$ cat config.mk
export PLATFORM = sky130hd
export DESIGN_NAME = branch_predictor
export DESIGN_NICKNAME = d
export VERILOG_FILES = /design/src/rtl/branch_predictor_pkg.sv /design/src/rtl/branch_predictor_sat_counter2.sv /design/src/rtl/branch_predictor.sv
export SDC_FILE = /design/constraint.sdc
export NUM_CORES = 2
export LEC_CHECK = 0
export CORE_UTILIZATION = 50
export DETAILED_ROUTE_END_ITERATION = 6
export HOLD_SLACK_MARGIN = 0.1
export PLACE_DENSITY_LB_ADDON = 0.2
export SYNTH_ARGS = -nofsm -noshare
export SYNTH_HDL_FRONTEND = slang
export SYNTH_SLANG_ARGS = --single-unit
$ cat constraint.sdc
create_clock -name clk -period 4.1 [get_ports clk]
set_input_delay 0.615 -clock clk [delete_from_list [all_inputs] [get_ports clk]]
set_output_delay 0.615 -clock clk [all_outputs]
set_load 0.1 [all_outputs]
$ cat src/rtl/branch_predictor_pkg.sv
// ---------------------------------------------------------------------------
// branch_predictor_pkg
// Shared definitions for the fetch-stage branch predictor:
//   - ctr_t      : 2-bit saturating confidence counter
//   - CTR_*      : counter encodings (strong/weak not-taken, weak/strong taken)
//   - CTR_RESET  : counter value loaded by reset
//   - CTR_ALLOC  : counter value written when a taken branch allocates an entry
//   - ctr_predicts_taken() : direction implied by a counter value
// ---------------------------------------------------------------------------
package branch_predictor_pkg;

  typedef logic [1:0] ctr_t;

  localparam ctr_t CTR_SNT = 2'b00;  // strong not-taken
  localparam ctr_t CTR_WNT = 2'b01;  // weak not-taken
  localparam ctr_t CTR_WT  = 2'b10;  // weak taken
  localparam ctr_t CTR_ST  = 2'b11;  // strong taken

  localparam ctr_t CTR_RESET = CTR_WNT;
  localparam ctr_t CTR_ALLOC = CTR_WT;

  // The upper counter bit alone carries the direction.
  function automatic logic ctr_predicts_taken(input ctr_t c);
    return c[1];
  endfunction

endpackage

$ cat src/rtl/branch_predictor_sat_counter2.sv
// ---------------------------------------------------------------------------
// sat_counter2
// Next-state function of a 2-bit saturating counter.
// Ports:
//   cur   in  2  current counter value
//   taken in  1  resolved outcome: 1 = count up, 0 = count down
//   nxt   out 2  next counter value, held at 00 / 11 at the extremes
// ---------------------------------------------------------------------------
module sat_counter2
  import branch_predictor_pkg::*;
(
  input  logic [1:0] cur,
  input  logic       taken,
  output logic [1:0] nxt
);

  always_comb begin
    nxt = cur;
    if (taken) begin
      if (cur != CTR_ST) nxt = cur + 2'd1;
    end else begin
      if (cur != CTR_SNT) nxt = cur - 2'd1;
    end
  end

endmodule

$ cat src/rtl/branch_predictor.sv
// ---------------------------------------------------------------------------
// branch_predictor
// Fetch-stage direct-mapped branch predictor. Each entry holds a valid bit,
// a tag, a target and a 2-bit saturating counter. The lookup feeds the PC
// select mux (pred_taken -> Choose, pred_target -> In2, In1 = PC+4) in the
// same cycle as if_pc. EX trains the table on every resolved branch/jump and
// reports mispredictions so younger stages can be flushed.
//
// Ports:
//   clk            in   1  rising-edge clock
//   rst_n          in   1  asynchronous active-low reset
//   if_pc          in   n  PC being fetched
//   pred_taken     out  1  redirect fetch to pred_target
//   pred_target    out  n  predicted target (0 on a miss)
//   ex_valid       in   1  EX holds a real instruction
//   ex_is_branch   in   1  EX instruction is a branch or jal/jalr
//   ex_pc          in   n  PC of the EX instruction
//   ex_taken       in   1  resolved direction
//   ex_target      in   n  resolved target
//   ex_pred_taken  in   1  direction predicted for this instruction
//   ex_pred_target in   n  target predicted for this instruction
//   ex_mispredict  out  1  flush younger stages, refetch from ex_redirect
//   ex_redirect    out  n  correct next PC (meaningful when ex_mispredict=1)
//
// Qualification: there is no backpressure. An EX slot is consumed in the
// cycle it is presented; it trains the table and may raise ex_mispredict
// only when ex_valid && ex_is_branch, otherwise all ex_* inputs are ignored.
// ---------------------------------------------------------------------------
module branch_predictor
  import branch_predictor_pkg::*;
#(
  parameter int n        = 32,
  parameter int IDX_BITS = 4
) (
  input  logic         clk,
  input  logic         rst_n,
  input  logic [n-1:0] if_pc,
  output logic         pred_taken,
  output logic [n-1:0] pred_target,
  input  logic         ex_valid,
  input  logic         ex_is_branch,
  input  logic [n-1:0] ex_pc,
  input  logic         ex_taken,
  input  logic [n-1:0] ex_target,
  input  logic         ex_pred_taken,
  input  logic [n-1:0] ex_pred_target,
  output logic         ex_mispredict,
  output logic [n-1:0] ex_redirect
);

  localparam int ENTRIES = 1 << IDX_BITS;
  localparam int TAG_W   = n - IDX_BITS - 2;

  // Table held in flops so the lookup can be purely combinational.
  logic             tbl_valid [ENTRIES];
  logic [TAG_W-1:0] tbl_tag   [ENTRIES];
  logic [n-1:0]     tbl_tgt   [ENTRIES];
  ctr_t             tbl_ctr   [ENTRIES];

  // -------------------------------------------------------------------------
  // Lookup (fetch side)
  // -------------------------------------------------------------------------
  logic [IDX_BITS-1:0] if_idx;
  logic [TAG_W-1:0]    if_tag;
  logic                if_hit;

  assign if_idx = if_pc[IDX_BITS+1:2];
  assign if_tag = if_pc[n-1:IDX_BITS+2];
  assign if_hit = tbl_valid[if_idx] && (tbl_tag[if_idx] == if_tag);

  assign pred_taken  = if_hit && ctr_predicts_taken(tbl_ctr[if_idx]);
  assign pred_target = if_hit ? tbl_tgt[if_idx] : '0;

  // Instruction-alignment bits never take part in the lookup.
  logic unused_if_pc_low;
  assign unused_if_pc_low = ^if_pc[1:0];

  // -------------------------------------------------------------------------
  // Resolve (EX side)
  // -------------------------------------------------------------------------
  logic ex_update;

  assign ex_update = ex_valid && ex_is_branch;

  // A taken prediction with the wrong target is as bad as a wrong direction;
  // a not-taken resolution never cares what target was predicted.
  assign ex_mispredict = ex_update &&
                         ((ex_pred_taken != ex_taken) ||
                          (ex_taken && (ex_pred_target != ex_target)));
  assign ex_redirect   = ex_taken ? ex_target : (ex_pc + n'(4));

  // -------------------------------------------------------------------------
  // Training
  // -------------------------------------------------------------------------
  logic [IDX_BITS-1:0] ex_idx;
  logic [TAG_W-1:0]    ex_tag;
  logic                ex_hit;
  logic [1:0]          ex_ctr_nxt;

  assign ex_idx = ex_pc[IDX_BITS+1:2];
  assign ex_tag = ex_pc[n-1:IDX_BITS+2];
  assign ex_hit = tbl_valid[ex_idx] && (tbl_tag[ex_idx] == ex_tag);

  sat_counter2 u_sat_counter2 (
    .cur   (tbl_ctr[ex_idx]),
    .taken (ex_taken),
    .nxt   (ex_ctr_nxt)
  );

  // Writes land at the clock edge only, so a lookup of the index being
  // trained in the same cycle still sees the old contents.
  always_ff @(posedge clk or negedge rst_n) begin
    if (!rst_n) begin
      for (int i = 0; i < ENTRIES; i++) begin
        tbl_valid[i] <= 1'b0;
        tbl_tag[i]   <= '0;
        tbl_tgt[i]   <= '0;
        tbl_ctr[i]   <= CTR_RESET;
      end
    end else if (ex_update) begin
      if (ex_hit) begin
        tbl_ctr[ex_idx] <= ex_ctr_nxt;
        if (ex_taken) tbl_tgt[ex_idx] <= ex_target;
      end else if (ex_taken) begin
        // Taken miss replaces whatever lived at this index (aliasing).
        tbl_valid[ex_idx] <= 1'b1;
        tbl_tag[ex_idx]   <= ex_tag;
        tbl_tgt[ex_idx]   <= ex_target;
        tbl_ctr[ex_idx]   <= CTR_ALLOC;
      end
    end
  end

endmodule

==> flow_summary_export.csv <==
group,metric,value,unit
status,outcome,"finished, violations left",
status,failed_checks,"setup timing",
timing,grt_setup_unrepaired,"yes",
grt,grt_start_max_net_pins,120,
setup_path,cpPeakStageDelay,0.53,ns
power,power_density,429.2,nW/µm²
power,sequential_power_share,44.2,%
floorplanning,initial_utilization,50.65,%
layout,insertedDiodeCount,0,
power,switching_share,26.30,%
setup_path,start_kind,"register",
power,total_power,26500,µW
yosys,ys_dominant_reg_cell,"sky130_fd_sc_hd__dfrtp_1",
route,drt-initial-drc-count,2993,
floorplanning,die_w,321.0,µm
power,cellInternalPower,19530,µW
layout,num-nets-final,3893,
timing,final_slew_violations,0,
clocking,worst_skew_pair.late_latency,0.69,ns
setup_path,maximum_fanout_along_the_worst_path,12,
grt,globalRoute.totalOverflow,0,
setup_path,critical_path.endpoint_type,"primary output",
power,cellLeakagePower,0.02768,µW
power,relative_contribution_of_combinational_cells_to_total_power,18.6,%
yosys,ys_async_sr_fraction,100.0,%
timing,fin_hold_ws,0.4765,ns
yosys,synth_cell_type_count,71,
yosys,synth-seq-area-share,48.05,%
setup_path,r2r_slack,0.16,ns
flow_run,maxCapViolCount,0,
clocking,cts_sinks,976,
timing,layout_worst_path_cycle_share,109.2,%
placed_design,buffer_ports.inserted,197,
setup_path,crit_path_cell_chain,"mux4_2, mux4_2, xnor2_2, buf_4, nand4_1, nor4_2, buf_4, nand4_1, buf_6, buf_12, nor2b_4, buf_12",
power,power_share_of_the_clock_group,37.2,%
layout,area_growth_from_synthesis_to_layout,21.39,%
timing,worst_pin_slew,1.051,ns
timing,hold_viol_final,0,
route,drc,0,
clocking,clk_path_buf_depth,3,
floorplanning,die-area,103000,µm²
floorplanning,io_pins,200,
clocking,cts.reportedPaths.clkPinSlew,0.06,ns
timing,fin_skew,0.02807,ns
clocking,cts_tree,"yes",
grt,grt_pass1_vias,35115,
yosys,netlist_instances,3427,
grt,grt_pass1_wl,235600,µm
yosys,synth_enable_flop_cells,0,
timing,slew-limit-headroom,29.91,%
setup_path,critPathKind,"reg2out",
setup_path,cp_data_required_time,3.48,ns
setup_path,cp_data_arrival_time,3.86,ns
setup_path,crit_path_top_delay_cell,"sky130_fd_sc_hd__mux4_2",
yosys,post_synth.cell_area_avg,14.84,µm²
layout,drive_gt1_share,53.23,%
min_path,min_path_type,"reg2reg",
yosys,ys_seq_elements,976,
timing,final.min_clock_period,4.475,ns
floorplanning,placement_rows,116,
timing,setup_viol,34,
grt,grt_util_all_layers,31.07,%
route,drt_pass1_iterations,6,
clocking,cts_max_level,3,
route,final_antenna_net_count,0,
timing,timing.final.ws_setup,-0.3752,ns
power,vdd_ir_drop_max,414.6,µV
placed_design,finalWeightedCongestion,0.9194,
floorplanning,core-area,100400,µm²
grt,initial_antenna_violation_count,4,
clocking,ctsRootBufferMaster,"sky130_fd_sc_hd__clkbuf_16",
yosys,synth.yosys.warnings,0,
clocking,tritoncts.num_buffers,102,
yosys,syn-cell-area,50870,µm²
route,via_per_inst,6.319,
placed_design,dp.final_hpwl,105200,µm
route,detailed_route_via_count,32855,
route,route.final.wire_length,157700,µm
route,wl_per_cell,30.32,µm
power,net-switching-power,6969,µW
timing,fmaxAchievable,0.2235,GHz
floorplanning,fp.dieH,321.0,µm
yosys,synthesis.nets,3565,
registers in the layout, indices dropped and copies added, names as in the netlist:
name / flops
tbl_valid: 16
tbl_tag: 416
tbl_ctr: 32
tbl_tgt: 512
power groups by stage:
stage               sequential, µW  clock, µW  combinational (µW)
finish                       11700       9850                4920
floorplan                    11500          0                3330
detailed placement           11800          0                4890
global placement             11700          0                4740
global route                 11800      10400                5200
CTS                          11700      10000                4920
cell families (layout without fill, tap and decap cells):
| kind of cell | count (synthesis) | after routing | share of synthesized area (%) |
|---|---|---|---|
| mux | 1398 | 1398 | 40.58 |
| flops | 976 | 976 | 48.05 |
| simple gates | 443 | 443 | 4.324 |
| buf+inv | 356 | 771 | 3.156 |
| compound gates | 134 | 134 | 1.788 |
| xor+xnor | 114 | 114 | 1.963 |
| fa+ha+maj | 6 | 6 | 0.1378 |
metal layers:
layer | GRT usage, % | vias up | share of wire [%]
met4 | 11.72 | 6 | 4.0
met2 | 50.40 | 1406 | 49
met1 | 41.27 | 17663 | 40
met3 | 6.504 | 312 | 7.7
li1 | - | 13468 | -
met5 | 0 | - | 0.026
cell usage after synthesis (all sizes together) (3+ instances only):
library cell / n / area (µm²)
xnor2: 62 / 543.0
a211oi: 3 / 22.52
or4: 3 / 22.52
o22ai: 4 / 25.02
nand3: 37 / 185.2
a21o: 4 / 30.03
dfstp: 16 / 420.4
dfrtp: 960 / 24020
or2: 17 / 106.4
mux2: 917 / 10720
nor4: 11 / 68.82
nand4: 20 / 125.1
ha: 4 / 50.05
nand2: 192 / 720.7
o31a: 3 / 26.28
mux4: 408 / 9189
o21a: 8 / 60.06
o21ai: 49 / 245.2
a41o: 8 / 80.08
xor2: 52 / 455.4
a22oi: 9 / 67.56
nor2: 49 / 236.5
nand2b: 11 / 68.82
a221oi: 3 / 26.28
inv: 17 / 63.81
mux2i: 73 / 730.7
and2: 15 / 93.84
a211o: 3 / 26.28
a21oi: 12 / 60.06
nor3: 14 / 70.07
a31oi: 3 / 18.77
clkbuf: 234 / 878.3
buf: 104 / 659.4
o32ai: 3 / 26.28
and3: 14 / 87.58
nor2b: 48 / 300.3
path summary, 6_finish.rpt:
check | from | endpoint | depth (start not counted)
worst max-delay path | tbl_tag[108] | pred_target[2] | 12
worst min-delay path | tbl_tgt[4] | tbl_tgt[4] | 2
worst max register to register | tbl_tag[2] | tbl_tag[325] | 12
worst min register to register | tbl_tgt[4] | tbl_tgt[4] | 2
max in group asynchronous | rst_n | tbl_tgt[280] | 3
min in group asynchronous | rst_n | tbl_tgt[456] | 2
area by class of cell:
class                           instances  area (µm²)
Inverter                               18       67.56
Fill cell                            7444       38690
Tap cell                             1357        1698
Clock buffer                          154        3058
Clock inverter                         37       533.0
Multi-Input combinational cell       2095       25500
Sequential cell                       976       24440
Timing Repair Buffer                  562        6442
through the flow:
stage | instance area (µm²) | utilization (%) | cells | TNS [ns] | setup slack (ns)
after floorplan | 51530 | - | 3427 | -6.787 | -0.3980
after global placement | 57990 | 57.74 | 5005 | -216.43 | -0.5202
after detailed placement | 57990 | 57.74 | 5005 | -215.22 | -0.5213
after CTS | 61640 | 61.37 | 5198 | -14.36 | -0.4738
after global routing | 61750 | 61.48 | 5199 | -16.55 | -0.5377
final | 61750 | 61.48 | 5199 | -11.11 | -0.3752
worst max-delay path, delay by kind of cell (launching register included):
kind / cells / cell delay, ns
AND/OR/NAND/NOR: 4 / 0.67
XOR/XNOR: 1 / 0.15
flip-flops: 1 / 0.42
multiplexers: 2 / 1.00
buffers and inverters: 5 / 0.89
placed cells by master, fill, tap and decap left out, types with 13 or more instances in the layout:
cell / synthesis / final
sky130_fd_sc_hd__nand2_1: 192 / 180
sky130_fd_sc_hd__mux2_2: 784 / 784
sky130_fd_sc_hd__nor2_1: 42 / 32
sky130_fd_sc_hd__clkinv_2: 0 / 18
sky130_fd_sc_hd__dfstp_2: 16 / 16
sky130_fd_sc_hd__xor2_1: 52 / 51
sky130_fd_sc_hd__nor2b_1: 48 / 14
sky130_fd_sc_hd__nor2_4: 7 / 17
sky130_fd_sc_hd__xnor2_1: 62 / 55
sky130_fd_sc_hd__inv_1: 16 / 15
sky130_fd_sc_hd__o21ai_2: 0 / 13
sky130_fd_sc_hd__nand3_1: 37 / 32
sky130_fd_sc_hd__mux4_2: 408 / 408
sky130_fd_sc_hd__mux2_4: 105 / 105
sky130_fd_sc_hd__and3_1: 14 / 14
sky130_fd_sc_hd__clkdlybuf4s50_1: 0 / 120
sky130_fd_sc_hd__buf_12: 1 / 149
sky130_fd_sc_hd__mux2_1: 28 / 28
sky130_fd_sc_hd__nand4_1: 20 / 20
sky130_fd_sc_hd__nor2b_4: 0 / 34
sky130_fd_sc_hd__dfrtp_1: 960 / 960
sky130_fd_sc_hd__clkbuf_16: 0 / 102
sky130_fd_sc_hd__clkbuf_8: 0 / 31
sky130_fd_sc_hd__clkbuf_1: 234 / 21
sky130_fd_sc_hd__o21ai_0: 49 / 20
sky130_fd_sc_hd__mux2i_1: 73 / 73
sky130_fd_sc_hd__buf_4: 16 / 282
timing repair:
item | 4_1_cts | 5_1_grt
setup endpoints to repair | 41 | 38
endpoints found under the hold margin | 19 | 0
buffers inserted | 2 | 2
gates resized for setup | 10 | 16
hold buffers | 1 | 0
pin swaps | 1 | 2
Note: power is estimated with default switching activity, not from simulation.
